### src/rtl/rom_pkg.sv
// Shared types for the cartridge scan path: scan FSM states and colour codes.
// Also used by the downstream row decoder and the motion controller.
package rom_pkg;

  typedef enum logic [1:0] {
    IDLE   = 2'd0,
    SETTLE = 2'd1,
    SAMPLE = 2'd2,
    DONE   = 2'd3
  } state_t;

  typedef logic [1:0] color_t;

  localparam color_t RED    = 2'd0;
  localparam color_t GREEN  = 2'd1;
  localparam color_t BLUE   = 2'd2;
  localparam color_t YELLOW = 2'd3;

  function automatic int max_int(input int a, input int b);
    return (a > b) ? a : b;
  endfunction

endpackage

### src/rtl/nit_sampler.sv
// Per-nit colour sampler: keeps the first sample and flags any later disagreement.
// Outputs already reflect the sample presented in the current strobe cycle.
module nit_sampler
  import rom_pkg::*;
(
  input  logic   clk,
  input  logic   reset,
  input  logic   clear,
  input  logic   strobe,
  input  color_t colorCode,
  output color_t value,
  output logic   mismatch
);

  logic   have;
  color_t first_q;
  logic   mism_q;

  always_ff @(posedge clk) begin
    if (!reset || clear) begin
      have    <= 1'b0;
      first_q <= RED;
      mism_q  <= 1'b0;
    end else if (strobe) begin
      if (!have) begin
        have    <= 1'b1;
        first_q <= colorCode;
      end else if (colorCode != first_q) begin
        mism_q  <= 1'b1;
      end
    end
  end

  // Bypass so the last sample of a nit is visible in the cycle it arrives.
  assign value    = have ? first_q : colorCode;
  assign mismatch = mism_q | (strobe & have & (colorCode != first_q));

endmodule

### src/rtl/row_selector.sv
// Scan responder: walks the colour sensor mux over every nit column of a row,
// settles, samples, checks, and hands the assembled row back with a done pulse.
module row_selector
  import rom_pkg::*;
#(
  parameter  int COLUMNS       = 8,
  parameter  int SETTLE_CYCLES = 256,
  parameter  int SAMPLES       = 4,
  localparam int CW            = $clog2(COLUMNS)
) (
  input  logic                 clk,
  input  logic                 reset,
  input  logic                 startSelector,
  input  logic [1:0]           colorCode,
  output logic [CW-1:0]        columnSelect,
  output logic                 sensorEnable,
  output logic [2*COLUMNS-1:0] rowData,
  output logic [COLUMNS-1:0]   rowError,
  output logic                 rowValid,
  output logic                 selectorComplete
);

  localparam int CNTW = $clog2(max_int(SETTLE_CYCLES, SAMPLES) + 1);

  state_t               state;
  logic [CNTW-1:0]      cnt;
  logic [2*COLUMNS-1:0] scratch_row, next_row;
  logic [COLUMNS-1:0]   scratch_err, next_err;
  logic                 strobe, clear, last_sample, last_column;
  color_t               nit_value;
  logic                 nit_mismatch;

  assign strobe      = (state == SAMPLE);
  assign last_sample = strobe && (cnt == CNTW'(SAMPLES - 1));
  assign last_column = (columnSelect == CW'(COLUMNS - 1));
  // Sampler is held clear while idle and wiped as each nit finishes.
  assign clear       = (state == IDLE) || last_sample;

  nit_sampler u_sampler (
    .clk       (clk),
    .reset     (reset),
    .clear     (clear),
    .strobe    (strobe),
    .colorCode (colorCode),
    .value     (nit_value),
    .mismatch  (nit_mismatch)
  );

  always_comb begin
    next_row = scratch_row;
    next_err = scratch_err;
    next_row[{columnSelect, 1'b0} +: 2] = nit_value;
    next_err[columnSelect]              = nit_mismatch;
  end

  always_ff @(posedge clk) begin
    if (!reset) begin
      state            <= IDLE;
      cnt              <= '0;
      columnSelect     <= '0;
      sensorEnable     <= 1'b0;
      scratch_row      <= '0;
      scratch_err      <= '0;
      rowData          <= '0;
      rowError         <= '0;
      rowValid         <= 1'b0;
      selectorComplete <= 1'b0;
    end else begin
      rowValid         <= 1'b0;
      selectorComplete <= 1'b0;
      case (state)
        IDLE: begin
          if (startSelector) begin
            state        <= SETTLE;
            cnt          <= '0;
            columnSelect <= '0;
            sensorEnable <= 1'b1;
            scratch_row  <= '0;
            scratch_err  <= '0;
          end
        end
        SETTLE: begin
          if (cnt == CNTW'(SETTLE_CYCLES - 1)) begin
            state <= SAMPLE;
            cnt   <= '0;
          end else begin
            cnt <= cnt + 1'b1;
          end
        end
        SAMPLE: begin
          if (last_sample) begin
            cnt         <= '0;
            scratch_row <= next_row;
            scratch_err <= next_err;
            if (last_column) begin
              // Publish the row on the same edge that raises the done pulse.
              state            <= DONE;
              columnSelect     <= '0;
              sensorEnable     <= 1'b0;
              rowData          <= next_row;
              rowError         <= next_err;
              rowValid         <= 1'b1;
              selectorComplete <= 1'b1;
            end else begin
              state        <= SETTLE;
              columnSelect <= columnSelect + 1'b1;
            end
          end else begin
            cnt <= cnt + 1'b1;
          end
        end
        DONE:    state <= IDLE;
        default: state <= IDLE;
      endcase
    end
  end

endmodule

### config.mk
export PLATFORM = sky130hd
export DESIGN_NAME = row_selector
export DESIGN_NICKNAME = d
export VERILOG_FILES = /design/src/rtl/rom_pkg.sv /design/src/rtl/nit_sampler.sv /design/src/rtl/row_selector.sv
export SDC_FILE = /design/constraint.sdc
export NUM_CORES = 1
export LEC_CHECK = 0
export CAP_MARGIN = 15
export CORE_ASPECT_RATIO = 1.1
export CORE_MARGIN = 2
export CORE_UTILIZATION = 40
export DETAILED_ROUTE_END_ITERATION = 16
export SLEW_MARGIN = 20
export SYNTH_ARGS = -nofsm -noshare
export SYNTH_HDL_FRONTEND = slang
export SYNTH_SLANG_ARGS = --single-unit
### constraint.sdc
create_clock -name clk -period 2.35 [get_ports clk]
set_input_delay 0.235 -clock clk [delete_from_list [all_inputs] [get_ports clk]]
set_output_delay 0.235 -clock clk [all_outputs]
set_load 0.02 [all_outputs]
# After elaboration in Yosys (flattened, before gate mapping)
# Cells that the tools add are included.
# op_classes
n_addsub,3
multipliers,0
div_mod_pow,0
order_cmp,2
n_eq_ne,11
shifts,2
n_mux,29
n_bitwise,3
reduce_logical,15
# op_table
op,n
$mux W16,2
$pmux W16 S2,1
$mux W9,3
$pmux W9 S3,1
$bwmux W16,1
$mux W8,2
$pmux W8 S2,1
$shift A2 B6 Y16 const A,1
$shiftx A2 B6 Y16,1
$reduce_and A3 Y1,5
$mux W2,5
$add A9 B1 Y9 const B,1
$eq A9 B2 Y1 const B,1
$eq A9 B8 Y1 const B,1
$mux W3,3
$bwmux W8,1
$pmux W2 S4,1
$neg A4 Y6,1
$pmux W3 S2,1
$mux W1,5
$eq A2 B2 Y1 const B,2
$lt A3 B4 Y1 const B,1
$ne A2 B1 Y1 const B,2
$ne A2 B2 Y1 const B,2
other kinds (17),20
# totals
regBits,68
latchBits,0
ram_bits,0
romBits,0
n_memories,0

# Logic depth before layout (Yosys ltp)
# Gate-level depths: netlist (run 1).
# logic_depth
word_depth,7
mapped_depth,9
mapped_depth_nobuf,9

# Modules after synthesis
# A second synthesis (run 1) with hierarchy kept.
# hier_totals
cells_unflattened,339
area_unflattened_um2,3409.5
# by_module_without_submodules
mod,n_inst,cells_each,area_each_um2,seq_area_each_um2
row_selector,1,320,3215.6,1281.2
nit_sampler,1,19,193.9,80.1

# Worst setup path after synthesis (run 1)
# No wires, ideal clock.
# synth_path
kind,register to register
from,register columnSelect[0]
to,register scratch_row[14]
arrival_time_ns,2.547
t_required_ns,2.236
path_slack_ns,-0.311
path_stages_with_launch,10
synth_period_minus_slack_ns,2.661
cell_sequence,dfxtp_1 > clkbuf_1 > inv_1 > ha_1 > ha_1 > clkbuf_1 > or4b_2 > nand2_1 > a21oi_1 > a21o_1
# synth_between
elab_chain_cells,5
# synth_rtl
item,line_no,rtl
from (decl),row_selector.sv:15,"output logic [CW-1:0] columnSelect,"
from (signal assigned),row_selector.sv:106,columnSelect <= columnSelect + 1'b1;
$neg A4 Y6 (*),row_selector.sv:52,"next_row[{columnSelect, 1'b0} +: 2] = nit_value;"
$shiftx A2 B6 Y16 or $shift A2 B6 Y16 (tied branches),row_selector.sv:52,
$bwmux W16 (*),row_selector.sv:52,
$mux W16 (*),row_selector.sv:91,if (last_sample) begin
$pmux W16 S2 (*),row_selector.sv:71,case (state)
to (signal assigned),row_selector.sv:93,scratch_row <= next_row;
to (decl),row_selector.sv:27,"logic [2*COLUMNS-1:0] scratch_row, next_row;"
# Mark *: on every way between the ends. The rest lies on a longest branch, timed or not. The select of a mux whose other input is x is not followed.
# A chain may end at the register's enable or synchronous reset.

# Worst setup path after layout (run 1)
# layout_path
from,register columnSelect[0]
to,register scratch_row[11]
# The elaborated chain is that of the path after synthesis.

==> out/qor.yml, run 1 <==
place:
  place_area_mm2: 0.00376
  numPortBuffers: 34
  dpl.hpwl_mm: 5.19
  gp_congestion: 0.833
critical_path:
  reg2reg_depth: 7
  cp-start-kind: "flip-flop"
  cpMaxStageDelayCell: "nor4bb_1"
  cp_cell_sequence: "inv_1 > ha_1 > ha_1 > nor4bb_1 > nand2b_1 > a21oi_1 > a21o_1"
  r2r_start: "columnSelect[0]"
  max_stage_delay_ps: 600
  arrival_ps: 2400
  cp_max_fo: 10
  rr_endpoint: "scratch_row[11]"
  end_kind: "flip-flop"
  crit_required_ps: 2600
  crit_top_cell: "ha_1"
  worstSetupPathType: "reg2reg"
  startpoint: "columnSelect[0]"
  regToRegSetupSlack_ps: 190
grt:
  grt_max_degree: 36
  grt_pass1_vias: 2707
  antenna_found_initial: 0
  grt_overflow: 0
  grt_use_total_pct: 18.0
  grt_pass1_wl_mm: 13.1
power:
  ir_drop_mv: 0.275
  leakagePower_nw: 1.42
  p_per_area_mw_per_mm2: 683
synthesis:
  synth_ff_type: "dfxtp_1"
  synth_top_area_share_pct: 41.5
  ys.warnings.count: 0
  ys_types: 52
  synthTopCellsByArea: "dfxtp_1, nand3_1, ha_1"
  syn_inst: 366
  synth_nets: 383
  synth.yosys.seq_area_share_pct: 41.5
  synth_seq_cells: 68
  synth-edff-count: 0
  async_flop_share_pct: 0
  synth_top_area_cell: "dfxtp_1"
  syn-cell-area_mm2: 0.00328
  syn_area_per_cell_um2: 8.96
drt:
  dr.pass1.iters: 4
  wire_per_inst_um: 14.5
  wl_mm: 7.47
  drtAntennaViolNets: 0
  drc: 0
  via_per_inst: 5.40
  vias: 2786
  drtIter0Drc: 138
finish:
  nNetsFinal: 420
  syn_to_final_growth_pct: 21.8
  drive_gt1_share_pct: 10.3
  fin_area_mm2: 0.00399
  diodes: 0
timing:
  slew-limit-headroom_pct: 58.5
  max_freq_ghz: 0.464
  fin_crit_sh_pct: 91.7
  period_minus_slack_ps: 2160
  drv_slew: 0
  grt_setup_unrepaired: "no"
  finalSetupTns_ps: 0
  worst_slew_pin_slew_ps: 614
  hold_viol: 0
  fin_skew_ps: 10.4
  setup_viol: 0
min_path:
  hp-start: "rowData[11]"
  hold_depth: 2
  hold_end: "rowData[11]"
  hp-class: "reg2reg"
clock_tree:
  cts_buffers: 9
  clkTransAtPathRegs_ps: 80
  postCtsHoldBufs: 0
  htree_levels: 3
  cts_root_buf: "clkbuf_8"
  clk_latency_ps: 350
  cts_sinks: 68
  clockBufferDepth: 2
  cts_tree: "yes"
floorplan:
  die_w_um: 90.3
  dieArea_mm2: 0.00894
  rows: 34
  die_h_um: 99.0
  ios: 35
  coreArea_mm2: 0.00796
  initial_core_util_pct: 41.2
flow_run:
  drv_cap: 0
status:
  status: "completed"
==> Yosys cell counts, types with 4 or more instances <==
master / n
a21boi_0: 4
a21o_1: 16
a21oi_1: 27
and3_1: 5
clkbuf_1: 14
dfxtp_1: 68
ha_1: 12
inv_1: 8
mux2i_1: 8
nand2_1: 29
nand2b_1: 12
nand3_1: 31
nand4_1: 7
nor2_1: 13
nor2b_1: 6
nor3_1: 9
o21ai_0: 17
o2bb2ai_1: 14
o31ai_1: 6
or3_1: 4
xnor2_1: 4
==> registers in the layout, summed over array words and instances, names as in the netlist <==
name               flops
scratch_row           16
cnt                    9
selectorComplete       1
u_sampler.first_q      2
u_sampler.mism_q       1
scratch_err            8
u_sampler.have         1
rowData               16
state                  2
rowError               8
sensorEnable           1
columnSelect           3
==> power by group <==
group          total, W  switching, W  internal (W)  leakage, nW
sequential      0.00120     0.0000238       0.00117        0.549
combinational  0.000446      0.000286      0.000160        0.753
clock           0.00109      0.000482      0.000605        0.114
==> layout by cell type (no fill, tap or decap), drive strengths merged, types with 5 or more instances in the layout <==
cell type,synthesis,final
o2bb2ai,14,14
o31ai,6,6
nand3,31,31
buf,7,13
nand2,29,29
clkbuf,14,9
nor2b,6,6
and3,6,6
clkdlybuf4s50,0,34
a21oi,27,27
nor2,13,13
nand4,9,9
mux2i,8,8
a21o,16,16
nor3,9,9
o21ai,17,17
a21boi,5,5
ha,12,12
inv,8,9
dfxtp,68,68
nand2b,12,12
==> cells by family (layout without fill, tap and decap cells) <==
logic type / Yosys count / count (layout) / synth area share [%]
multiplexers: 10 / 10 / 3.13
adder cells (fa/ha/maj): 12 / 12 / 4.58
buffers and inverters: 29 / 71 / 3.78
flip-flops: 68 / 68 / 41.5
AO/OA/AOI/OAI: 101 / 101 / 20.7
AND/OR/NAND/NOR: 142 / 142 / 25.3
XOR/XNOR: 4 / 4 / 1.07
==> final cells by class <==
type	count	area (µm²)
Inverter	8	30.0
Multi-Input combinational cell	269	1800
Fill cell	772	3960
Sequential cell	68	1370
Timing Repair Buffer	47	438
Tap cell	108	135
Clock buffer	9	124
Clock inverter	7	100
==> stage by stage <==
stage / worst slack [ps] / std cells / hold WS (ps) / power (W) / utilization (%)
2_1_floorplan: 6.97 / 366 / 424 / 0.00155 / -
3_3_place_gp: 247 / 500 / 433 / 0.00167 / 47.3
3_5_place_dp: 220 / 500 / 439 / 0.00167 / 47.3
4_1_cts: 189 / 516 / 455 / 0.00276 / 50.1
5_1_grt: 53.8 / 516 / 474 / 0.00288 / 50.2
6_report: 195 / 516 / 452 / 0.00273 / 50.2
==> how the worst max path moves through the flow <==
stage	end	slack [ps]	cells after the start
final	scratch_row[11]	190	7
after global routing	cnt[7]	50	6
after global placement	rowData[7]	250	7
after detailed placement	scratch_row[14]	220	7
after CTS	rowData[7]	190	7
after floorplan	scratch_row[14]	7	9
==> metal layers <==
metal / share of wire [%] / GRT usage (%)
met2: 49 / 30.9
met1: 47 / 22.3
met5: 0 / 0
met4: 1.4 / 6.51
met3: 3.1 / 3.67
==> timing repair <==
item,CTS,global route
buffers inserted,0,0
setup endpoints to repair,0,2
resized for setup,0,1
==> worst max-delay path, delay by kind of cell, from the launching register on <==
kind | cells | cell delay (ps)
AOI/OAI and AO/OA | 2 | 230
DFF | 1 | 340
and+or+nand+nor | 2 | 800
adders and majority gates | 2 | 610
buffers and inverters | 1 | 70
No activity file was read; power rests on OpenSTA's default activity.
==> run 2, diff against run 1 <==
Settings changed: CORE_ASPECT_RATIO 1.1 to unset, GPL_TIMING_DRIVEN set to 0, PLACE_DENSITY_LB_ADDON set to 0.3.
==> run 2 against run 1 <==
Maximum frequency shrank 2.7%. Utilization decreased by 0.92 points. Design area decreased by 0.13%. Sequential share of layout area up 0.11 points. Clock power down 21%. Non-clock buffer count rose by 7. Critical path depth rose by 1.
==> out/qor.yml, run 2 (synthesized netlist as in run 1, its figures left out) <==
timing:
  grt_setup_unrepaired: "no"
  hold_viol: 0  # unchanged
  worst_slew_pin_slew_ps: 605  # -8.41 ps
  max_freq_ghz: 0.451  # -2.7%
  fin_skew_ps: 7.76  # -2.65 ps
  drv_slew: 0  # unchanged
  setup_viol: 0  # unchanged
  slew-limit-headroom_pct: 59.6  # +1.0 points
  period_minus_slack_ps: 2210  # +59.8 ps
  fin_ws_ps: 135  # -59.8 ps
  fin_crit_sh_pct: 94.3  # +2.5 points
finish:
  nNetsFinal: 427  # +1.7%
  syn_to_final_growth_pct: 21.6
  final_cell_mix: "dfxtp_1, clkdlybuf4s50_1, nand3_1"
  diodes: 0  # unchanged
  final_common_cell: "dfxtp_1"
  largestRegisters: "rowData x16, scratch_row x16, cnt x9"
  drive_gt1_share_pct: 10.8  # +0.55 points
place:
  numPortBuffers: 33  # -2.9%
  gp_congestion: 0.908  # +8.9%
  dp_slack_ps: -155  # -374 ps
  dpl.hpwl_mm: 5.54  # +6.8%
critical_path:
  r2r_start: "columnSelect[0]"
  worstSetupPathType: "reg2reg"
  cpMaxStageDelayCell: "or4b_2"
  regToRegSetupSlack_ps: 140  # -60 ps
  end_kind: "flip-flop"
  critPathBufInv: 2  # +1
  max_stage_delay_ps: 660  # +60 ps
  rr_endpoint: "scratch_row[15]"
  cp_max_fo: 10  # unchanged
  crit_family: "simple AND/OR/NAND/NOR gates"
  crit_required_ps: 2600  # about the same
  reg2reg_depth: 8  # +1
  cp-start-kind: "flip-flop"
  cp_cell_sequence: "clkbuf_8 > inv_1 > ha_1 > ha_4 > or4b_2 > nand2_1 > a21oi_1 > a21o_1"
  arrival_ps: 2460  # +60 ps
min_path:
  hp-class: "in2reg"
  hold_end: "u_sampler.first_q[1]"
  hp-start: "reset"
  hold_depth: 3  # +1
grt:
  grt_pass1_wl_mm: 12.7  # -3.0%
  grt_max_degree: 14  # -61%
  grt_use_total_pct: 18.3  # +0.29 points
  grt_overflow: 0  # unchanged
  antenna_found_initial: 0  # unchanged
  grt_pass1_vias: 2642  # -2.4%
floorplan:
  coreArea_mm2: 0.00809  # +1.7%
  initial_core_util_pct: 40.5  # -0.70 points
  die_w_um: 94.5  # +4.7%
  ios: 35  # unchanged
  rows: 33  # -2.9%
  dieArea_mm2: 0.00894  # about the same
  die_h_um: 94.5  # -4.5%
clock_tree:
  cts_tree: "yes"
  cts_buffers: 9  # unchanged
  postCtsHoldBufs: 0  # unchanged
  clockBufferDepth: 2  # unchanged
  clk_latency_ps: 350  # about the same
  cts_root_buf: "clkbuf_8"
  htree_levels: 3  # unchanged
  cts_sinks: 68  # unchanged
  clkTransAtPathRegs_ps: 80  # about the same
drt:
  dr.pass1.iters: 4  # unchanged
  vias: 2872  # +3.1%
  via_per_inst: 5.52  # +2.3%
  drtAntennaViolNets: 0  # unchanged
  drtIter0Drc: 143  # +3.6%
  wire_per_inst_um: 14.9  # +2.8%
  drc: 0  # unchanged
  wl_mm: 7.74  # +3.6%
power:
  total_power_w: 0.00251  # -7.9%
  ir_drop_mv: 0.248  # -9.6%
  p_per_area_mw_per_mm2: 630  # -7.8%
  leakagePower_nw: 1.39  # -1.6%
flow_run:
  drv_cap: 0  # unchanged
status:
  status: "completed"
-- run 2: cell type report --
| cell class | count | area [µm²] |
|---|---|---|
| Sequential cell | 68 | 1370 |
| Tap cell | 105 | 131 |
| Inverter | 8 | 30.0 |
| Clock inverter | 7 | 52.6 |
| Clock buffer | 9 | 124 |
| Timing Repair Buffer | 36 | 353 |
| Fill cell | 790 | 4100 |
| Buffer | 18 | 97.6 |
| Multi-Input combinational cell | 269 | 1830 |
-- run 2: power breakdown --
part	total [W]	switching, W	internal [W]	leakage (nW)
combinational	0.000456	0.000296	0.000160	0.754
clock	0.000863	0.000475	0.000387	0.0896
sequential	0.00120	0.0000239	0.00117	0.550
-- run 2: how the worst max path moves through the flow --
stage	start	endpoint	depth (start not counted)
6_report	columnSelect[0]	scratch_row[15]	8
5_1_grt	cnt[0]	scratch_row[8]	7
4_1_cts	columnSelect[0]	rowData[7]	8
3_5_place_dp	columnSelect[0]	scratch_row[15]	9
3_3_place_gp	columnSelect[0]	scratch_row[15]	9
2_1_floorplan	columnSelect[0]	scratch_row[14]	9
-- run 2: metal layers --
| layer | wire length (µm) | GRT usage [%] | share of wire [%] |
|---|---|---|---|
| met3 | 268 | 4.55 | 3.5 |
| met1 | 3630 | 22.7 | 47 |
| met4 | 184 | 7.73 | 2.4 |
| met2 | 3660 | 30.1 | 47 |
| met5 | 0 | 0 | 0 |
-- run 2: through the flow --
step | setup TNS [ps] | utilization, % | std cells | hold WS (ps) | instance area, µm²
floorplan | 0 | - | 366 | 424 | 3290
global placement | -853 | 46.4 | 504 | 432 | 3760
detailed placement | -1420 | 46.4 | 504 | 443 | 3760
CTS | 0 | 48.7 | 519 | 349 | 3940
global route | 0 | 49.3 | 520 | 380 | 3990
finish | 0 | 49.3 | 520 | 355 | 3990
-- run 2: repair_timing --
item / CTS / global route
cloned: 0 / 0
setup endpoints to repair: 16 / 25
pin swaps: 0 / 0
setup buffers: 1 / 2
resized for setup: 3 / 9
-- run 2: worst reg2reg max path, cell delays in order (launching register included) --
cell,delay [ps]
dfxtp_4,350
clkbuf_8,160
inv_1,80
ha_1,250
ha_4,270
or4b_2,660
nand2_1,120
a21oi_1,70
a21o_1,160
